<file path="config.mk">
export PLATFORM = sky130hd
export DESIGN_NAME = apb_seq_master
export DESIGN_NICKNAME = d
export VERILOG_FILES = /design/src/rtl/apb_seq_pkg.sv /design/src/rtl/apb_seq_fifo.sv /design/src/rtl/apb_seq_master.sv
export SDC_FILE = /design/constraint.sdc
export NUM_CORES = 1
export LEC_CHECK = 0
export ABC_AREA = 1
export CELL_PAD_IN_SITES_DETAIL_PLACEMENT = 1
export CELL_PAD_IN_SITES_GLOBAL_PLACEMENT = 1
export CORE_MARGIN = 8
export CORE_UTILIZATION = 35
export CTS_CLUSTER_SIZE = 40
export DETAILED_ROUTE_END_ITERATION = 10
export DONT_BUFFER_PORTS = 1
export PLACE_DENSITY = 0.61
export RECOVER_POWER = 100
export SYNTH_ARGS = -nofsm -noshare
export SYNTH_HDL_FRONTEND = slang
export SYNTH_SLANG_ARGS = --single-unit
</file>
<file path="constraint.sdc">
create_clock -name i_pclk -period 8.05 [get_ports i_pclk]
set_input_delay 2.0125 -clock i_pclk [delete_from_list [all_inputs] [get_ports i_pclk]]
set_output_delay 2.0125 -clock i_pclk [all_outputs]
set_load 0.05 [all_outputs]
</file>
<file path="src/rtl/apb_seq_pkg.sv">
// Shared opcodes, FSM states and command-word sizing for the APB sequencing master.
package apb_seq_pkg;

  typedef enum logic [1:0] {
    OP_WR   = 2'd0,
    OP_RD   = 2'd1,
    OP_POLL = 2'd2,
    OP_WAIT = 2'd3
  } op_e;

  typedef enum logic [2:0] {
    S_IDLE,
    S_SETUP,
    S_ACCESS,
    S_WAIT,
    S_RESP
  } state_e;

  // Packed command word: {op, addr, data, mask}.
  function automatic int unsigned cmd_width(input int unsigned aw, input int unsigned dw);
    return 2 + aw + 2 * dw;
  endfunction

endpackage

</file>
<file path="src/rtl/apb_seq_fifo.sv">
// Synchronous command FIFO with registered occupancy; head word is visible without a pop.
module apb_seq_fifo #(
  parameter int unsigned WIDTH = 8,
  parameter int unsigned DEPTH = 8
) (
  input  logic                     clk,
  input  logic                     rst_n,
  input  logic                     push,
  input  logic [WIDTH-1:0]         wdata,
  input  logic                     pop,
  output logic [WIDTH-1:0]         rdata,
  output logic [$clog2(DEPTH):0]   level,
  output logic                     full,
  output logic                     empty
);

  localparam int unsigned AW = $clog2(DEPTH);
  localparam int unsigned LW = AW + 1;

  logic [WIDTH-1:0] mem [DEPTH];
  logic [AW-1:0]    wr_ptr;
  logic [AW-1:0]    rd_ptr;
  logic             do_push;
  logic             do_pop;

  assign full    = (level == LW'(DEPTH));
  assign empty   = (level == '0);
  assign do_pop  = pop && !empty;
  assign do_push = push && (!full || do_pop);
  assign rdata   = mem[rd_ptr];

  always_ff @(posedge clk or negedge rst_n) begin
    if (!rst_n) begin
      wr_ptr <= '0;
      rd_ptr <= '0;
      level  <= '0;
    end else begin
      if (do_push) wr_ptr <= wr_ptr + 1'b1;
      if (do_pop)  rd_ptr <= rd_ptr + 1'b1;
      if (do_push && !do_pop)      level <= level + 1'b1;
      else if (!do_push && do_pop) level <= level - 1'b1;
    end
  end

  always_ff @(posedge clk) begin
    if (do_push) mem[wr_ptr] <= wdata;
  end

endmodule

</file>
<file path="src/rtl/apb_seq_master.sv">
// APB master executing queued WR/RD/POLL/WAIT commands with a response channel.
module apb_seq_master
  import apb_seq_pkg::*;
#(
  parameter int unsigned ADDR_W   = 32,
  parameter int unsigned DATA_W   = 32,
  parameter int unsigned DEPTH    = 8,
  parameter int unsigned POLL_MAX = 255,
  parameter int unsigned WAIT_W   = 16
) (
  input  logic                   i_pclk,
  input  logic                   i_prst_n,
  input  logic                   i_cmd_valid,
  output logic                   o_cmd_ready,
  input  logic [1:0]             i_cmd_op,
  input  logic [ADDR_W-1:0]      i_cmd_addr,
  input  logic [DATA_W-1:0]      i_cmd_data,
  input  logic [DATA_W-1:0]      i_cmd_mask,
  output logic                   o_rsp_valid,
  input  logic                   i_rsp_ready,
  output logic [DATA_W-1:0]      o_rsp_data,
  output logic                   o_rsp_err,
  output logic [ADDR_W-1:0]      o_paddr,
  output logic [DATA_W-1:0]      o_pwdata,
  output logic                   o_pwrite,
  output logic                   o_psel,
  output logic                   o_penable,
  input  logic [DATA_W-1:0]      i_prdata,
  input  logic                   i_pready,
  output logic                   o_busy,
  output logic [$clog2(DEPTH):0] o_level
);

  localparam int unsigned LW    = $clog2(DEPTH) + 1;
  localparam int unsigned PW    = $clog2(POLL_MAX + 1);
  localparam int unsigned CMD_W = cmd_width(ADDR_W, DATA_W);
  localparam logic [PW-1:0] POLL_LAST = PW'(POLL_MAX);

  logic [CMD_W-1:0]  head;
  logic              full;
  logic              empty;
  logic              push_en;
  logic              pop;
  logic [LW-1:0]     lvl_n;
  logic [1:0]        head_op_raw;
  op_e               head_op;
  logic [ADDR_W-1:0] head_addr;
  logic [DATA_W-1:0] head_data;
  logic [DATA_W-1:0] head_mask;

  state_e            state_q, state_n;
  op_e               op_q;
  logic [DATA_W-1:0] data_q;
  logic [DATA_W-1:0] mask_q;
  logic [PW-1:0]     attempt_q;
  logic [WAIT_W-1:0] wait_q;

  logic              done;
  logic              to_resp;
  logic              err_n;
  logic              retry;
  logic              match;

  assign o_cmd_ready = !full;
  assign push_en     = i_cmd_valid && o_cmd_ready;
  assign {head_op_raw, head_addr, head_data, head_mask} = head;
  assign head_op     = op_e'(head_op_raw);
  assign match       = ((i_prdata & mask_q) == (data_q & mask_q));

  apb_seq_fifo #(
    .WIDTH (CMD_W),
    .DEPTH (DEPTH)
  ) u_fifo (
    .clk   (i_pclk),
    .rst_n (i_prst_n),
    .push  (push_en),
    .wdata ({i_cmd_op, i_cmd_addr, i_cmd_data, i_cmd_mask}),
    .pop   (pop),
    .rdata (head),
    .level (o_level),
    .full  (full),
    .empty (empty)
  );

  always_comb begin
    case ({push_en, pop})
      2'b10:   lvl_n = o_level + 1'b1;
      2'b01:   lvl_n = o_level - 1'b1;
      default: lvl_n = o_level;
    endcase
  end

  // 'done' marks a point where the next command may be dispatched without an IDLE cycle.
  always_comb begin
    state_n = state_q;
    pop     = 1'b0;
    done    = 1'b0;
    to_resp = 1'b0;
    err_n   = 1'b0;
    retry   = 1'b0;
    case (state_q)
      S_IDLE:  done = 1'b1;
      S_SETUP: state_n = S_ACCESS;
      S_ACCESS: begin
        if (i_pready) begin
          case (op_q)
            OP_WR: done = 1'b1;
            OP_POLL: begin
              if (match) begin
                to_resp = 1'b1;
              end else if (attempt_q == POLL_LAST) begin
                to_resp = 1'b1;
                err_n   = 1'b1;
              end else begin
                retry   = 1'b1;
                state_n = S_SETUP;
              end
            end
            default: to_resp = 1'b1;
          endcase
        end
      end
      S_WAIT:  if (wait_q == '0) done = 1'b1;
      S_RESP:  if (i_rsp_ready) done = 1'b1;
      default: state_n = S_IDLE;
    endcase
    if (to_resp) state_n = S_RESP;
    if (done) begin
      if (!empty) begin
        pop     = 1'b1;
        state_n = (head_op == OP_WAIT) ? S_WAIT : S_SETUP;
      end else begin
        state_n = S_IDLE;
      end
    end
  end

  always_ff @(posedge i_pclk or negedge i_prst_n) begin
    if (!i_prst_n) begin
      state_q     <= S_IDLE;
      op_q        <= OP_WR;
      data_q      <= '0;
      mask_q      <= '0;
      attempt_q   <= '0;
      wait_q      <= '0;
      o_paddr     <= '0;
      o_pwdata    <= '0;
      o_pwrite    <= 1'b0;
      o_psel      <= 1'b0;
      o_penable   <= 1'b0;
      o_rsp_valid <= 1'b0;
      o_rsp_data  <= '0;
      o_rsp_err   <= 1'b0;
      o_busy      <= 1'b0;
    end else begin
      state_q     <= state_n;
      o_psel      <= (state_n == S_SETUP) || (state_n == S_ACCESS);
      o_penable   <= (state_n == S_ACCESS);
      o_rsp_valid <= (state_n == S_RESP);
      o_busy      <= (state_n != S_IDLE) || (lvl_n != '0);
      if (pop) begin
        op_q      <= head_op;
        data_q    <= head_data;
        mask_q    <= head_mask;
        attempt_q <= PW'(1);
        wait_q    <= head_data[WAIT_W-1:0];
        if (head_op != OP_WAIT) begin
          o_paddr  <= head_addr;
          o_pwrite <= (head_op == OP_WR);
          o_pwdata <= head_data;
        end
      end else if (state_q == S_WAIT && wait_q != '0) begin
        wait_q <= wait_q - 1'b1;
      end
      if (retry) attempt_q <= attempt_q + 1'b1;
      if (to_resp) begin
        o_rsp_data <= i_prdata;
        o_rsp_err  <= err_n;
      end
    end
  end

endmodule
</file>
== Word level (Yosys, flattened, before mapping) ==
Memories as Yosys holds them, arrays and structs flattened.
Cells that the tools add are included.

* Add/subtract/negate cells: 6
* Eq/ne operators: 15
* Mux-type cells: 39
* Bitwise gates (word level): 2
* Reduce and logical (&&, ||, !) cells: 26

{| class="wikitable"
|+ Operators with widths
! cell !! count
|-
| $and 32x32->32 || 2
|-
| $eq 32x32->1 || 1
|-
| $mux 16 || 2
|-
| $mux 1 || 21
|-
| $mux 3 || 6
|-
| $logic_not 16->1 || 1
|-
| $mux 8 || 2
|-
| $reduce_bool 16->1 || 1
|-
| $sub 16x1->16 const B || 1
|-
| $eq 3x2->1 const B || 3
|-
| $pmux 3 s3 || 1
|-
| $add 8x1->8 const B || 1
|-
| $eq 8x8->1 const B || 1
|-
| $mux 4 || 2
|-
| $pmux 4 s2 || 1
|-
| $add 3x1->3 const B || 2
|-
| $eq 2x2->1 const B || 3
|-
| $eq 3x1->1 const B || 2
|-
| $eq 3x3->1 const B || 2
|-
| $logic_and 1x1->1 || 6
|-
| $reduce_bool 2->1 || 3
|-
| $add 4x1->4 const B || 1
|-
| $eq 4x4->1 const B || 1
|-
| $logic_not 1->1 || 4
|-
| 14 further kinds || 18
|}

* Flip-flop bits (word level): 205
* Memory bits (writable): 784
* Input port bits: 135
* Output and inout bits: 107
* Word-level logic and storage cells: 107
* Memories: 1

{| class="wikitable"
|+ Memory list
! name !! depth !! bits a word !! read ports !! clocked after memory_dff !! write ports !! line !! RTL
|-
| u_fifo.mem || 8 || 98 || 1 || 0 || 1 || apb_seq_fifo.sv:20 || <nowiki>logic [WIDTH-1:0] mem [DEPTH];</nowiki>
|}

== Depth between registers and ports, before layout ==
* Word-level depth: 12
* Gate-level depth with buffers: 18
* Gate-level depth less buffers: 17

== Modules after synthesis ==
A second synthesis with hierarchy kept.

* Cell total of the unflattened synthesis: 3,749
* Area, all modules: 40,386.2 um^2

{| class="wikitable"
|+ Modules (own cells, without submodules)
! module !! times used !! cells an instance !! area each (um^2) !! seq. area each (um^2)
|-
| apb_seq_fifo || 1 || 2,688 || 31,666.6 || 23,792.8
|-
| apb_seq_master || 1 || 1,061 || 8,719.6 || 4,879.7
|}

== Worst setup path before layout ==
Ideal clock, no wire load.

* Path type: in2reg
* From: in i_cmd_valid
* To: mem u_fifo.mem[0][0] in the netlist's numbering, enable pin
* Library setup time: 555 ps
* Arrival time: 6,537 ps
* Data required time: 7,495 ps
* Setup slack: 958 ps
* Stages: 3
* Buffers on the path: 0
* Path through: nand2_1 > or2_2 > nor2_1

* Cells in the longest elaborated chain, start to end: 4

{| class="wikitable"
|+ RTL lines
! item !! line !! RTL
|-
| start, declared || apb_seq_master.sv:13 || <nowiki>input logic i_cmd_valid,</nowiki>
|-
| $logic_and 1x1->1 || apb_seq_master.sv:65 || <nowiki>assign push_en = i_cmd_valid && o_cmd_ready;</nowiki>
|-
| $logic_and 1x1->1 || apb_seq_fifo.sv:29 || <nowiki>assign do_push = push && (!full || do_pop);</nowiki>
|-
| $mux 1 || apb_seq_fifo.sv:46 || <nowiki>if (do_push) mem[wr_ptr] <= wdata;</nowiki>
|-
| $mux 1 (not written as such) || apb_seq_fifo.sv:46 ||
|-
| end, declared || apb_seq_fifo.sv:20 ||
|}

Every way passes these cells.

== Worst setup path in the final report ==
* From: reg u_fifo.rd_ptr[0]
* To: reg o_paddr[2]

* Cells in the longest elaborated chain, start to end: 3

{| class="wikitable"
|+ RTL lines
! item !! line !! RTL
|-
| start, declared || apb_seq_fifo.sv:22 || <nowiki>logic [AW-1:0] rd_ptr;</nowiki>
|-
| start signal, assigned || apb_seq_fifo.sv:39 || <nowiki>if (do_pop) rd_ptr <= rd_ptr + 1'b1;</nowiki>
|-
| $mem_v2 8x98 * || n/a ||
|-
| $ne 2x2->1 || apb_seq_master.sv:167 || <nowiki>if (head_op != OP_WAIT) begin</nowiki>
|-
| $reduce_and 2->1 (no source line) || n/a ||
|-
| end signal, assigned || apb_seq_master.sv:168 || <nowiki>o_paddr <= head_addr;</nowiki>
|-
| end, declared || apb_seq_master.sv:23 || <nowiki>output logic [ADDR_W-1:0] o_paddr,</nowiki>
|}

Every way passes the cells marked *; elsewhere a longest branch is shown, timed or not.
A chain may end at the register's enable or synchronous reset.

==> reports/metrics.yaml <==
run_status:
  outcome: "finished with violations"
  violations: "capacitance limit, slew limit"
clock_tree:
  tritoncts: "done"
  clk_pin_slew_ns: 0.06
  clk_path_buf_depth: 3
  postCtsHoldBufs: 0
  clk-insertion-delay-late_ns: 0.68
  cts_buffers: 105
  cts_root_buf: "clkbuf_16"
  postCtsSetupBuffers: 0
  ctsResizeCount: 0
  ctsHtreeMaxLevel: 3
  cts_sinks: 989
critical_path:
  cp_slowest_stage_delay_ns: 1.54
  crit_required_ns: 8.61
  crit_slowest_cell: "dfrtp_1"
  cp_num_buf_inv: 4
  start_kind: "register"
  r2r_slack_ns: 2.11
  cp_top_family: "buffers and inverters"
  rr_worst_depth: 11
  worstPathCellList: "inv_8 -> nor2_1 -> o22ai_1 -> o21ai_0 -> nor2_4 -> nor2_4 -> buf_4 -> inv_1 -> buf_4 -> nand2_1 -> nand2_1"
  crit_type: "reg -> reg"
  r2r_end: "o_paddr[2]"
  worstPathArrival_ns: 6.51
  critPathCaptureType: "register"
  worstPathMaxFanout: 90
  r2r_start: "u_fifo.rd_ptr[0]"
placed_design:
  port_buffers: 0
  dpl.hpwl_um: 66620
  placed_cell_area_mm2: 0.04034
  dp.cells: 4509
  gp_congestion: 0.7855
drt:
  drt_iter0_markers: 1788
  drc: 0
  vias: 24460
  antenna_left: 0
  detail_route.wl_per_cell_um: 24.27
  totalWireLength_um: 114300
  drt-vias-per-instance: 5.194
  first_pass_iters: 5
timing:
  finalHoldViolCount: 0
  slew_headroom_pct: -148.2
  finalCritPeriodShare_pct: 73.83
  finalSetupTns_ns: 0
  final-setup-viol-count: 0
  finalMaxSlewViolations: 683
  fmax_mhz: 168.2
  post-route-min-period_ns: 5.944
  rsz0062_at_grt: "no"
  worst_pin_slew_ns: 3.723
  whs_ns: 0.4825
  fin_skew_ns: 0.01815
die:
  die_height_um: 349.4
  core_area_mm2: 0.1105
  initial_core_util_pct: 35.20
  die_w_um: 349.4
  io_pins: 242
  num_rows: 122
  dieArea_mm2: 0.1221
final_layout:
  multiInputGateArea_mm2: 0.009020
  layout.nets: 3272
  drive_gt1_share_pct: 6.992
  seq_area_mm2: 0.02868
  final_area_mm2: 0.04355
  areaGrowthSynthToFinish_pct: 11.95
  nFillCells: 11740
  instances_no_fill: 4709
worst_hold_path:
  worstHoldPathCells: 2
  hold_path_end: "mask_q[14]"
  hold_class: "reg -> reg"
  holdCritStartpoint: "mask_q[14]"
logic_synthesis:
  syn_nets: 3311
  ys_async_sr_fraction_pct: 20.73
  synth_warnings: 0
  synth.avg_cell_area_um2: 12.28
  synth_area_mm2: 0.03890
  ys_seq_area_share_pct: 73.71
  synth-edff-count: 784
  synth_cells: 3167
  yosys_register_bits: 989
  synth_ff_type: "edfxtp_1"
  post_synth_num_cell_types: 35
run:
  maxCapViolations: 18
pwr:
  p_leak_nw: 15.60
  p_per_area_mw_per_mm2: 429.8
  peakVddDrop_uv: 256.5
  power.total_mw: 18.72
global_routing:
  first_global_vias: 25120
  track_usage_pct: 18.33
  grt_pass1_wl_um: 169500
  grt_max_degree: 230
  grt-ovfl-total: 0
  grt_antenna_before_repair: 4
-- synthesized netlist by cell type (11+ instances only) --
library cell	instances	area, um2
o221ai_1	66	578.1
o21ai_0	380	1902
a21oi_1	133	665.6
dfrtp_1	205	5130
xor2_1	15	131.4
buf_1	11	41.29
nor2_1	393	1475
nand2_1	628	2357
o22ai_1	41	256.5
nand3_1	55	275.3
a221oi_1	64	560.5
inv_1	101	379.1
buf_2	69	345.3
clkbuf_1	97	364.1
a31oi_1	29	181.4
or2_2	34	212.7
edfxtp_1	784	23540
-- registers in the layout, indices dropped and copies added, names as in the netlist, 2 cells and up --
register and cells:
op_q 2, u_fifo.wr_ptr 3, data_q 32, mask_q 32
state_q 3, u_fifo.mem 784, wait_q 16, u_fifo.level 4
u_fifo.rd_ptr 3, attempt_q 8, o_paddr 32, o_pwdata 32
o_rsp_data 32
-- power breakdown --
group | total (mW) | internal (mW) | switching [mW]
combinational | 5.86 | 1.55 | 4.31
sequential | 8.21 | 6.69 | 1.52
clock | 4.65 | 2.65 | 2.00
-- placed cells by master, fill, tap and decap left out, drive strengths merged, types with 29 or more instances in the layout --
master  synthesis  routed
a31oi          29      29
inv           107     113
a221oi         64      64
or2            34      34
edfxtp        784     784
a21oi         133     133
nor2          396     396
o22ai          41      41
dfrtp         205     205
clkinv          0      39
clkbuf         97     159
o21ai         389     389
nand2         631     631
o221ai         66      66
nand3          55      55
-- logic make-up (layout without fill, tap and decap cells) --
family | count (synthesis) | in the layout | share of synthesized area [%]
simple gates | 1129 | 1129 | 11.48
flops | 989 | 989 | 73.71
compound gates | 724 | 724 | 10.81
buf+inv | 293 | 344 | 3.194
xor+xnor | 22 | 22 | 0.4953
fa+ha+maj | 9 | 9 | 0.2895
mux | 1 | 1 | 0.02895
other cells | 0 | 3 | 0
-- tightest hold or removal path: stages (launching register included) --
cell and delay, ns:
dfrtp_1 0.34, nand2_1 0.05, o21ai_0 0.05
-- final cells by class --
type,count,area share (%)
sequential,989,65.86
multi-input combinational,1885,20.71
clock buffer,144,6.652
tap,1488,4.275
inverter,107,0.9625
clock inverter,53,0.9022
timing repair buffer,40,0.6177
antenna,3,0.01724
-- metal layers --
metal	vias up	wire length [um]	global-route usage [%]
li1	11220	-	-
met5	-	0	0
met4	0	2037	4.438
met3	129	7108	4.531
met1	12670	51050	24.63
met2	445	54090	29.96
-- how the worst max path moves through the flow --
stage	startpoint	cells after the start	end	slack, ns
4_1_cts	u_fifo.rd_ptr[2]	10	o_paddr[2]	3.59
3_3_place_gp	i_pready	11	o_paddr[12]	3.41
6_report	u_fifo.rd_ptr[0]	11	o_paddr[2]	2.11
5_1_grt	u_fifo.rd_ptr[0]	11	o_paddr[12]	1.73
3_5_place_dp	i_pready	11	o_paddr[2]	3.33
2_1_floorplan	i_cmd_valid	3	u_fifo.mem[0][0]	0.96
-- stage by stage --
step / setup WS [ns] / utilization (%)
finish: 2.106 / 39.40
CTS: 3.593 / 39.48
global placement: 3.405 / 36.50
floorplan: 0.9577 / -
global route: 1.733 / 39.40
detailed placement: 3.326 / 36.50
Power figures use the tool's default switching activity.
